--- config.mk ---
export PLATFORM = sky130hd
export DESIGN_NAME = dict_finder_flat
export DESIGN_NICKNAME = d
export VERILOG_FILES = /design/src/rtl/dict_finder_pkg.sv /design/src/rtl/mb8_io.sv /design/src/rtl/dict_finder_tkbuf.sv /design/src/rtl/dict_finder.sv /design/src/flat_wrapper.sv
export SDC_FILE = /design/constraint.sdc
export NUM_CORES = 1
export LEC_CHECK = 0
export BUFFER_PORTS_ARGS = -buffer_cell sky130_fd_sc_hd__buf_2
export CORE_ASPECT_RATIO = 1.4
export CORE_MARGIN = 4
export CORE_UTILIZATION = 55
export DETAILED_ROUTE_END_ITERATION = 8
export GPL_TIMING_DRIVEN = 0
export PLACE_DENSITY = 0.73
export SETUP_SLACK_MARGIN = 0.05
export SYNTH_ARGS = -nofsm -noshare
export SYNTH_HDL_FRONTEND = slang
export SYNTH_SLANG_ARGS = --single-unit
--- constraint.sdc ---
create_clock -name clk -period 4.9 [get_ports clk]
set_input_delay 0.49 -clock clk [delete_from_list [all_inputs] [get_ports clk]]
set_output_delay 0.49 -clock clk [all_outputs]
set_load 0.05 [all_outputs]
--- src/rtl/dict_finder_pkg.sv ---
// Shared definitions for the dictionary finder: FSM states, link terminator,
// ASCII delimiters, opcode values and the compare fold helper.
// Build option: FORTH_NOCASE_EN makes fold() map 'A'..'Z' to lowercase.
package dict_finder_pkg;

   localparam logic [15:0] NIL = 16'hffff;
   localparam logic [7:0]  SPC = 8'h20;
   localparam logic [7:0]  NUL = 8'h00;

   typedef enum logic [3:0] {
      IDLE, SKIP, TKN, LNK0, LNK1, LEN, CMP, OP, NEXT, DONE
   } fstate_e;

   typedef enum logic [7:0] {
      _NOP  = 8'h01,
      _DUP  = 8'h02,
      _DROP = 8'h03,
      _SWAP = 8'h04,
      _ADD  = 8'h05,
      _SUB  = 8'h06
   } opcode_e;

   // Normalises a byte for name comparison.
   function automatic logic [7:0] fold(input logic [7:0] b);
`ifdef FORTH_NOCASE_EN
      if (b >= 8'h41 && b <= 8'h5a) return b | 8'h20;
`endif
      return b;
   endfunction

endpackage

--- src/rtl/mb8_io.sv ---
// Shared single-port 8-bit memory bus. The master drives a registered
// address and write enable; read data returns one cycle after the address.
interface mb8_io #(parameter int ASZ = 17);
   logic [ASZ-1:0] ai;
   logic           we;
   logic [7:0]     vo;

   modport master (output ai, output we, input vo);
   modport slave  (input ai, input we, output vo);
endinterface

--- src/rtl/dict_finder_tkbuf.sv ---
// Token buffer: TMAX-deep byte register file filled in order by a write
// pointer; bytes past TMAX are dropped. The indexed read port returns the
// byte through fold() (case-insensitive when FORTH_NOCASE_EN is defined).
module dict_tkbuf #(
   parameter int TMAX = 31,
   parameter int AW   = $clog2(TMAX)
) (
   input  logic          clk,
   input  logic          rst,
   input  logic          clr,
   input  logic          we,
   input  logic [7:0]    wd,
   input  logic [AW-1:0] ra,
   output logic [7:0]    rd
);
   import dict_finder_pkg::*;

   localparam logic [AW:0] TMAX_W = (AW+1)'(TMAX);

   logic [7:0] mem [TMAX];
   logic [AW:0] wptr;

   // Append bytes at the write pointer until the buffer is full.
   always_ff @(posedge clk) begin
      if (rst) begin
         wptr <= '0;
         for (int i = 0; i < TMAX; i++) mem[i] <= '0;
      end else if (clr) begin
         wptr <= '0;
      end else if (we && wptr < TMAX_W) begin
         mem[wptr[AW-1:0]] <= wd;
         wptr <= wptr + (AW+1)'(1);
      end
   end

   assign rd = fold(mem[ra]);

endmodule

--- src/rtl/dict_finder.sv ---
// Dictionary finder: scans one whitespace-delimited token from the TIB and
// walks the dictionary linked list from ctx looking for a matching name.
// Memory reads are pipelined: an address issued in one cycle returns data on
// vo in the next, so streaming states advance ai every cycle and the byte on
// vo always belongs to a_p1 (the address issued one cycle earlier).
// Build option: FORTH_NOCASE_EN selects case-insensitive name compare.
module dict_finder #(
   parameter int          ASZ  = 17,
   parameter int          TMAX = 31,
   parameter logic [15:0] NIL  = 16'hffff
) (
   input  logic           clk,
   input  logic           rst,
   mb8_io.master          b8_if,
   input  logic           en,
   input  logic [ASZ-1:0] ctx,
   input  logic [ASZ-1:0] tib,
   output logic           bsy,
   output logic           done,
   output logic           hit,
   output logic [7:0]     op,
   output logic [ASZ-1:0] lfa,
   output logic [ASZ-1:0] pfa,
   output logic [ASZ-1:0] nxt,
   output logic [7:0]     tlen
);
   import dict_finder_pkg::*;

   localparam int AW = $clog2(TMAX);

   fstate_e        state;
   logic           pend;
   logic [ASZ-1:0] ai_r;
   logic [ASZ-1:0] a_p1;
   logic [ASZ-1:0] ctx_r;
   logic [ASZ-1:0] cur;
   logic [15:0]    link;
   logic [7:0]     n;
   logic [7:0]     cnt;
   logic [AW-1:0]  idx;
   logic           tb_clr;
   logic           tb_we;
   logic [7:0]     tb_rd;
   logic           is_dlm;

   assign b8_if.ai = ai_r;
   assign b8_if.we = 1'b0;

   assign is_dlm = (b8_if.vo == SPC) || (b8_if.vo == NUL);

   // Buffer control: restart on accepted start, capture every token byte.
   always_comb begin
      tb_clr = (state == IDLE) && en;
      tb_we  = 1'b0;
      if (!pend && !is_dlm && (state == SKIP || state == TKN)) tb_we = 1'b1;
   end

   dict_tkbuf #(.TMAX(TMAX), .AW(AW)) u_tkbuf (
      .clk (clk),
      .rst (rst),
      .clr (tb_clr),
      .we  (tb_we),
      .wd  (b8_if.vo),
      .ra  (idx),
      .rd  (tb_rd)
   );

   // Search FSM: token scan, list walk, name compare and result registers.
   always_ff @(posedge clk) begin
      if (rst) begin
         state <= IDLE;
         pend  <= 1'b0;
         ai_r  <= '0;
         a_p1  <= '0;
         ctx_r <= '0;
         cur   <= '0;
         link  <= '0;
         n     <= '0;
         cnt   <= '0;
         idx   <= '0;
         bsy   <= 1'b0;
         done  <= 1'b0;
         hit   <= 1'b0;
         op    <= '0;
         lfa   <= ASZ'(NIL);
         pfa   <= '0;
         nxt   <= '0;
         tlen  <= '0;
      end else begin
         a_p1 <= ai_r;
         done <= 1'b0;
         case (state)
            IDLE: begin
               if (en) begin
                  ctx_r <= ctx;
                  ai_r  <= tib;
                  pend  <= 1'b1;
                  bsy   <= 1'b1;
                  hit   <= 1'b0;
                  op    <= '0;
                  lfa   <= ASZ'(NIL);
                  pfa   <= '0;
                  state <= SKIP;
               end
            end
            SKIP: begin
               if (pend) begin
                  pend <= 1'b0;
                  ai_r <= ai_r + ASZ'(1);
               end else if (b8_if.vo == SPC) begin
                  ai_r <= ai_r + ASZ'(1);
               end else if (b8_if.vo == NUL) begin
                  nxt   <= a_p1;
                  tlen  <= '0;
                  state <= DONE;
               end else begin
                  cnt   <= 8'd1;
                  ai_r  <= ai_r + ASZ'(1);
                  state <= TKN;
               end
            end
            TKN: begin
               if (is_dlm) begin
                  nxt  <= a_p1;
                  tlen <= cnt;
                  if (cnt > 8'(TMAX)) begin
                     state <= DONE;
                  end else begin
                     cur   <= ctx_r;
                     ai_r  <= ctx_r;
                     pend  <= 1'b1;
                     state <= LNK0;
                  end
               end else begin
                  if (cnt != 8'hff) cnt <= cnt + 8'd1;
                  ai_r <= ai_r + ASZ'(1);
               end
            end
            LNK0: begin
               if (pend) begin
                  pend <= 1'b0;
                  ai_r <= ai_r + ASZ'(1);
               end else begin
                  link[7:0] <= b8_if.vo;
                  ai_r      <= ai_r + ASZ'(1);
                  state     <= LNK1;
               end
            end
            LNK1: begin
               link[15:8] <= b8_if.vo;
               ai_r       <= ai_r + ASZ'(1);
               state      <= LEN;
            end
            LEN: begin
               n     <= b8_if.vo;
               idx   <= '0;
               ai_r  <= ai_r + ASZ'(1);
               state <= (b8_if.vo == tlen) ? CMP : NEXT;
            end
            CMP: begin
               if (fold(b8_if.vo) != tb_rd) begin
                  state <= NEXT;
               end else if (8'(idx) + 8'd1 == n) begin
                  // ai already holds cur+3+n: the opcode arrives next cycle
                  state <= OP;
               end else begin
                  idx  <= idx + AW'(1);
                  ai_r <= ai_r + ASZ'(1);
               end
            end
            OP: begin
               op    <= b8_if.vo;
               pfa   <= a_p1;
               lfa   <= cur;
               hit   <= 1'b1;
               state <= DONE;
            end
            NEXT: begin
               if (link == NIL) begin
                  state <= DONE;
               end else begin
                  cur   <= ASZ'(link);
                  ai_r  <= ASZ'(link);
                  pend  <= 1'b1;
                  state <= LNK0;
               end
            end
            DONE: begin
               done  <= 1'b1;
               bsy   <= 1'b0;
               state <= IDLE;
            end
            default: state <= IDLE;
         endcase
      end
   end

endmodule

--- src/flat_wrapper.sv ---
// flat-port wrapper written by rule: the top's interface ports become plain ports
module dict_finder_flat import dict_finder_pkg::*;
#(
   parameter int          ASZ  = 17,
   parameter int          TMAX = 31,
   parameter logic [15:0] NIL  = 16'hffff
)
  (clk, rst, en, ctx, tib, bsy, done, hit, op, lfa, pfa, nxt, tlen, b8_if_ai, b8_if_we, b8_if_vo);
  mb8_io #(.ASZ(ASZ)) b8_if_i ();
  input  logic clk;
  input  logic rst;
  input  logic en;
  input  logic [ASZ-1:0] ctx;
  input  logic [ASZ-1:0] tib;
  output logic bsy;
  output logic done;
  output logic hit;
  output logic [7:0] op;
  output logic [ASZ-1:0] lfa;
  output logic [ASZ-1:0] pfa;
  output logic [ASZ-1:0] nxt;
  output logic [7:0] tlen;
  output wire logic [$bits(b8_if_i.ai)-1:0] b8_if_ai;
  output wire logic [$bits(b8_if_i.we)-1:0] b8_if_we;
  input wire logic [$bits(b8_if_i.vo)-1:0] b8_if_vo;
  assign b8_if_ai = b8_if_i.ai;
  assign b8_if_we = b8_if_i.we;
  assign b8_if_i.vo = b8_if_vo;
  dict_finder #(.ASZ(ASZ), .TMAX(TMAX), .NIL(NIL)) u_core (.clk(clk), .rst(rst), .b8_if(b8_if_i), .en(en), .ctx(ctx), .tib(tib), .bsy(bsy), .done(done), .hit(hit), .op(op), .lfa(lfa), .pfa(pfa), .nxt(nxt), .tlen(tlen));
endmodule
==> impl_metrics.py <==
metrics = {
    "outcome": {
        "status": "finished, final reports clean",
    },
    "die": {
        "rows": 83,
        "die-height_um": 236,
        "fp.dieW_um": 171,
        "num_io_pins": 133,
        "die_area_sq_mm": 0.0402,
        "core_region_area_sq_mm": 0.0367,
        "initial_core_util": 0.556,
    },
    "placed_design": {
        "dpl.hpwl_um": 49700,
        "portBuffers": 130,
        "globalplace.congestion": 0.951,
        "dpl_cell_area_sq_mm": 0.0217,
    },
    "worst_hold_path": {
        "min_from": "b8_if_vo[5]",
        "hold_end": "u_core.u_tkbuf.mem[31][5]",
        "hold_class": "in -> reg",
        "min_path_cells": 1,
    },
    "worst_setup_path": {
        "cp_max_fo": 10,
        "worst_path_most_repeated_cell": "clkbuf_1",
        "end_kind": "register",
        "required_ns": 5.07,
        "slowest_delay_ns": 1.03,
        "r2r_start": "u_core.state[3]",
        "rr_worst_depth": 9,
        "r2r-end": "u_core.u_tkbuf.mem[3][2]",
        "crit_type": "reg -> reg",
        "worstPathArrival_ns": 4.74,
        "start_kind": "register",
        "worstPathCellList": "clkbuf_1, nand2b_1, nor3_1, o21ai_0, a2111oi_2, and2_1, nand2_1, clkbuf_1, o21ai_1",
        "regToRegSetupSlack_ns": 0.32,
        "cpMaxStageDelayCell": "o21ai_1",
    },
    "power": {
        "switching_share": 0.253,
        "p_leak_nw": 8.12,
        "ir_worst_vdd_mv": 0.320,
        "switching_power_w": 0.00208,
        "pwr_density_cell_mw_per_mm2": 357,
        "seq_power_share": 0.511,
        "intPower_w": 0.00615,
        "p_comb_frac": 0.096,
        "power.share.clock": 0.393,
    },
    "routing": {
        "vias": 16000,
        "route.detailed.drc": 0,
        "drt-initial-drc-count": 1548,
        "routed_via_density": 6.24,
        "wl_per_cell_um": 26.0,
        "wl_um": 66500,
        "firstDrtPassIters": 9,
        "detail-route-antenna-nets": 0,
    },
    "synthesis": {
        "async_flop_share": 0,
        "synth_ff_type": "edfxtp_1",
        "synth.avg_cell_area_sq_um": 10.9,
        "yosys_warnings": 0,
        "syn_inst": 1861,
        "ys_ff_latch": 447,
        "synth.distinct_cells": 78,
        "mappedNetlistArea_sq_mm": 0.0204,
        "yosysSeqAreaShare": 0.565,
        "synth_edf_count": 256,
    },
    "sta": {
        "slew_viol_final": 0,
        "worstMarginPinSlew_ns": 1.21,
        "rsz0062_at_grt": "no",
        "finalHoldViolCount": 0,
        "post-route-min-period_ns": 4.58,
        "relSlewSlack": 0.186,
        "setup_viol": 0,
        "max_clock_freq_ghz": 0.219,
        "min_period_over_period": 0.934,
        "skew_ns": 0.0157,
    },
    "layout": {
        "design_area_sq_mm": 0.0231,
        "nets": 2109,
        "multi_input_area_sq_mm": 0.00815,
        "final_core_util": 0.629,
        "fillCellCount": 3030,
        "seqCellArea_sq_mm": 0.0115,
        "drive_gt1_frac": 0.135,
        "antenna_cells": 0,
        "area_growth_pct": 13.3,
    },
    "global_routing": {
        "grt_use_total": 0.325,
        "grt_pass1_vias": 16300,
        "grt-ovfl-total": 0,
        "grt_max_degree": 16,
        "antenna_found_initial": 0,
        "grt_pass1_wl_um": 97800,
    },
    "clock_tree": {
        "post_cts_buffers": 0,
        "clockBufferDepth": 3,
        "cts_made_buffers": 42,
        "cts.sinks": 447,
        "cts_max_level": 2,
        "cts_tree": "yes",
        "path_clk_slew_ns": 0.06,
        "clk_latency_ns": 0.56,
        "cts-root-buf": "clkbuf_16",
    },
    "flow_run": {
        "drv_cap": 0,
    },
}
-- placed cells by master, fill, tap and decap left out, types with 7 or more instances in the layout --
cell type,netlist,final
o211ai_1,9,9
clkinv_2,0,7
a22o_1,31,31
nor2b_1,32,32
clkbuf_16,0,45
or3_1,7,7
a311oi_1,17,17
buf_2,10,142
xor2_1,17,17
a22oi_1,40,40
conb_1,1,9
and3_1,11,11
a21oi_1,89,89
a211oi_1,10,10
dfxtp_1,191,191
xnor2_1,10,10
o31ai_1,13,13
a222oi_1,14,14
o22a_1,17,17
buf_6,7,7
buf_4,5,17
nand2_1,215,215
o21ai_0,54,25
edfxtp_1,256,256
ha_1,7,7
and2_1,196,196
o21ai_1,5,34
mux2i_1,98,98
nor3_1,81,81
clkbuf_1,110,121
nor2_1,111,111
nand4_1,15,15
nand3_1,29,29
inv_1,16,16
mux4_2,20,20
-- cell type report --
cell class | instances | share of cell area
buffer | 142 | 0.0287
clock buffer | 58 | 0.0515
timing repair buffer | 144 | 0.0325
sequential | 447 | 0.499
clock inverter | 18 | 0.00656
multi-input combinational | 1261 | 0.353
inverter | 19 | 0.00309
tap | 467 | 0.0253
-- flip-flops by register name, indices dropped and copies added (netlist names), 4 cells and up, named ones only --
signal,flops
u_core.ctx_r,17
u_core.pfa,17
u_core.lfa,17
u_core.nxt,17
u_core.idx,5
u_core.a_p1,17
u_core.state,4
u_core.tlen,8
u_core.cnt,8
u_core.n,8
u_core.u_tkbuf.mem,256
u_core.cur,17
u_core.b8_if.ai,17
u_core.u_tkbuf.wptr,6
u_core.link,16
u_core.op,8
-- Yosys cell counts (all sizes together), types with 17 or more instances --
library cell / number / area, sq um
edfxtp: 256 / 7690
nand3: 29 / 145
clkbuf: 110 / 413
buf: 32 / 249
mux2i: 98 / 981
and2: 196 / 1230
a22oi: 40 / 300
nor3: 81 / 405
nor2b: 32 / 200
mux4: 21 / 477
o31ai: 17 / 148
nand2: 216 / 813
a22o: 31 / 272
o21ai: 59 / 295
xor2: 19 / 181
dfxtp: 191 / 3820
a311oi: 17 / 149
o22a: 17 / 149
a21oi: 90 / 462
nor2: 112 / 437
-- metal layers --
metal | global-route usage | wire length (um) | part of all wire
met2 | 0.582 | 34600 | 0.52
met5 | 0 | 0 | 0
met3 | 0.0449 | 4210 | 0.063
met4 | 0.233 | 5770 | 0.087
met1 | 0.344 | 21900 | 0.33
-- metrics by stage --
| stage | TNS (ns) | power [W] | std cells | hold slack [ns] | setup WS, ns |
|---|---|---|---|---|---|
| after global placement | -0.177 | 0.00504 | 2466 | 0.431 | -0.0226 |
| after global routing | 0 | 0.00845 | 2556 | 0.128 | 0.170 |
| final | 0 | 0.00823 | 2556 | 0.132 | 0.324 |
| after detailed placement | 0 | 0.00506 | 2479 | 0.446 | 0.300 |
| after floorplan | 0 | 0.00475 | 1869 | 0.432 | 1.51 |
| after CTS | 0 | 0.00822 | 2555 | 0.126 | 0.274 |
-- timing repair --
action / CTS / global route
resized for setup: 0 / 1
endpoints found under the setup margin: 0 / 8
hold buffers: 0 / 0
-- power groups by stage --
stage	logic (W)	clock network, W	registers, W
2_1_floorplan	0.000426	0	0.00433
3_3_place_gp	0.000758	0	0.00428
3_5_place_dp	0.000775	0	0.00428
4_1_cts	0.000778	0.00324	0.00420
5_1_grt	0.000837	0.00339	0.00422
6_report	0.000791	0.00323	0.00421
-- cells by family (layout without fill, tap and decap cells) --
| group | count (synthesis) | after routing | synth area share |
|---|---|---|---|
| flip-flops | 447 | 447 | 0.565 |
| XOR/XNOR | 29 | 29 | 0.0132 |
| multiplexers | 125 | 125 | 0.0754 |
| AND/OR/NAND/NOR | 734 | 734 | 0.183 |
| adder cells (fa/ha/maj) | 7 | 7 | 0.00430 |
| buffers and inverters | 161 | 381 | 0.0360 |
| AO/OA/AOI/OAI | 357 | 357 | 0.123 |
| other | 1 | 9 | 0.000184 |
-- critical path: cells and delay by family, from the launching register on --
| family | cells | cell delay (ns) |
|---|---|---|
| buffers and inverters | 2 | 0.60 |
| AO/OA/AOI/OAI | 3 | 1.95 |
| AND/OR/NAND/NOR | 4 | 1.33 |
| flip-flops | 1 | 0.30 |
-- worst max path at each step --
stage | from | end | slack [ns]
after detailed placement | u_core.state[3] | u_core.u_tkbuf.mem[20][5] | 0.30
after global routing | u_core.state[3] | u_core.u_tkbuf.mem[3][2] | 0.17
after CTS | u_core.state[3] | u_core.u_tkbuf.mem[20][5] | 0.27
final | u_core.state[3] | u_core.u_tkbuf.mem[3][2] | 0.32
after floorplan | u_core.state[3] | u_core.u_tkbuf.mem[3][0] | 1.51
after global placement | u_core.state[3] | u_core.u_tkbuf.mem[27][4] | -0.02
Note: power is estimated with default switching activity, not from simulation.
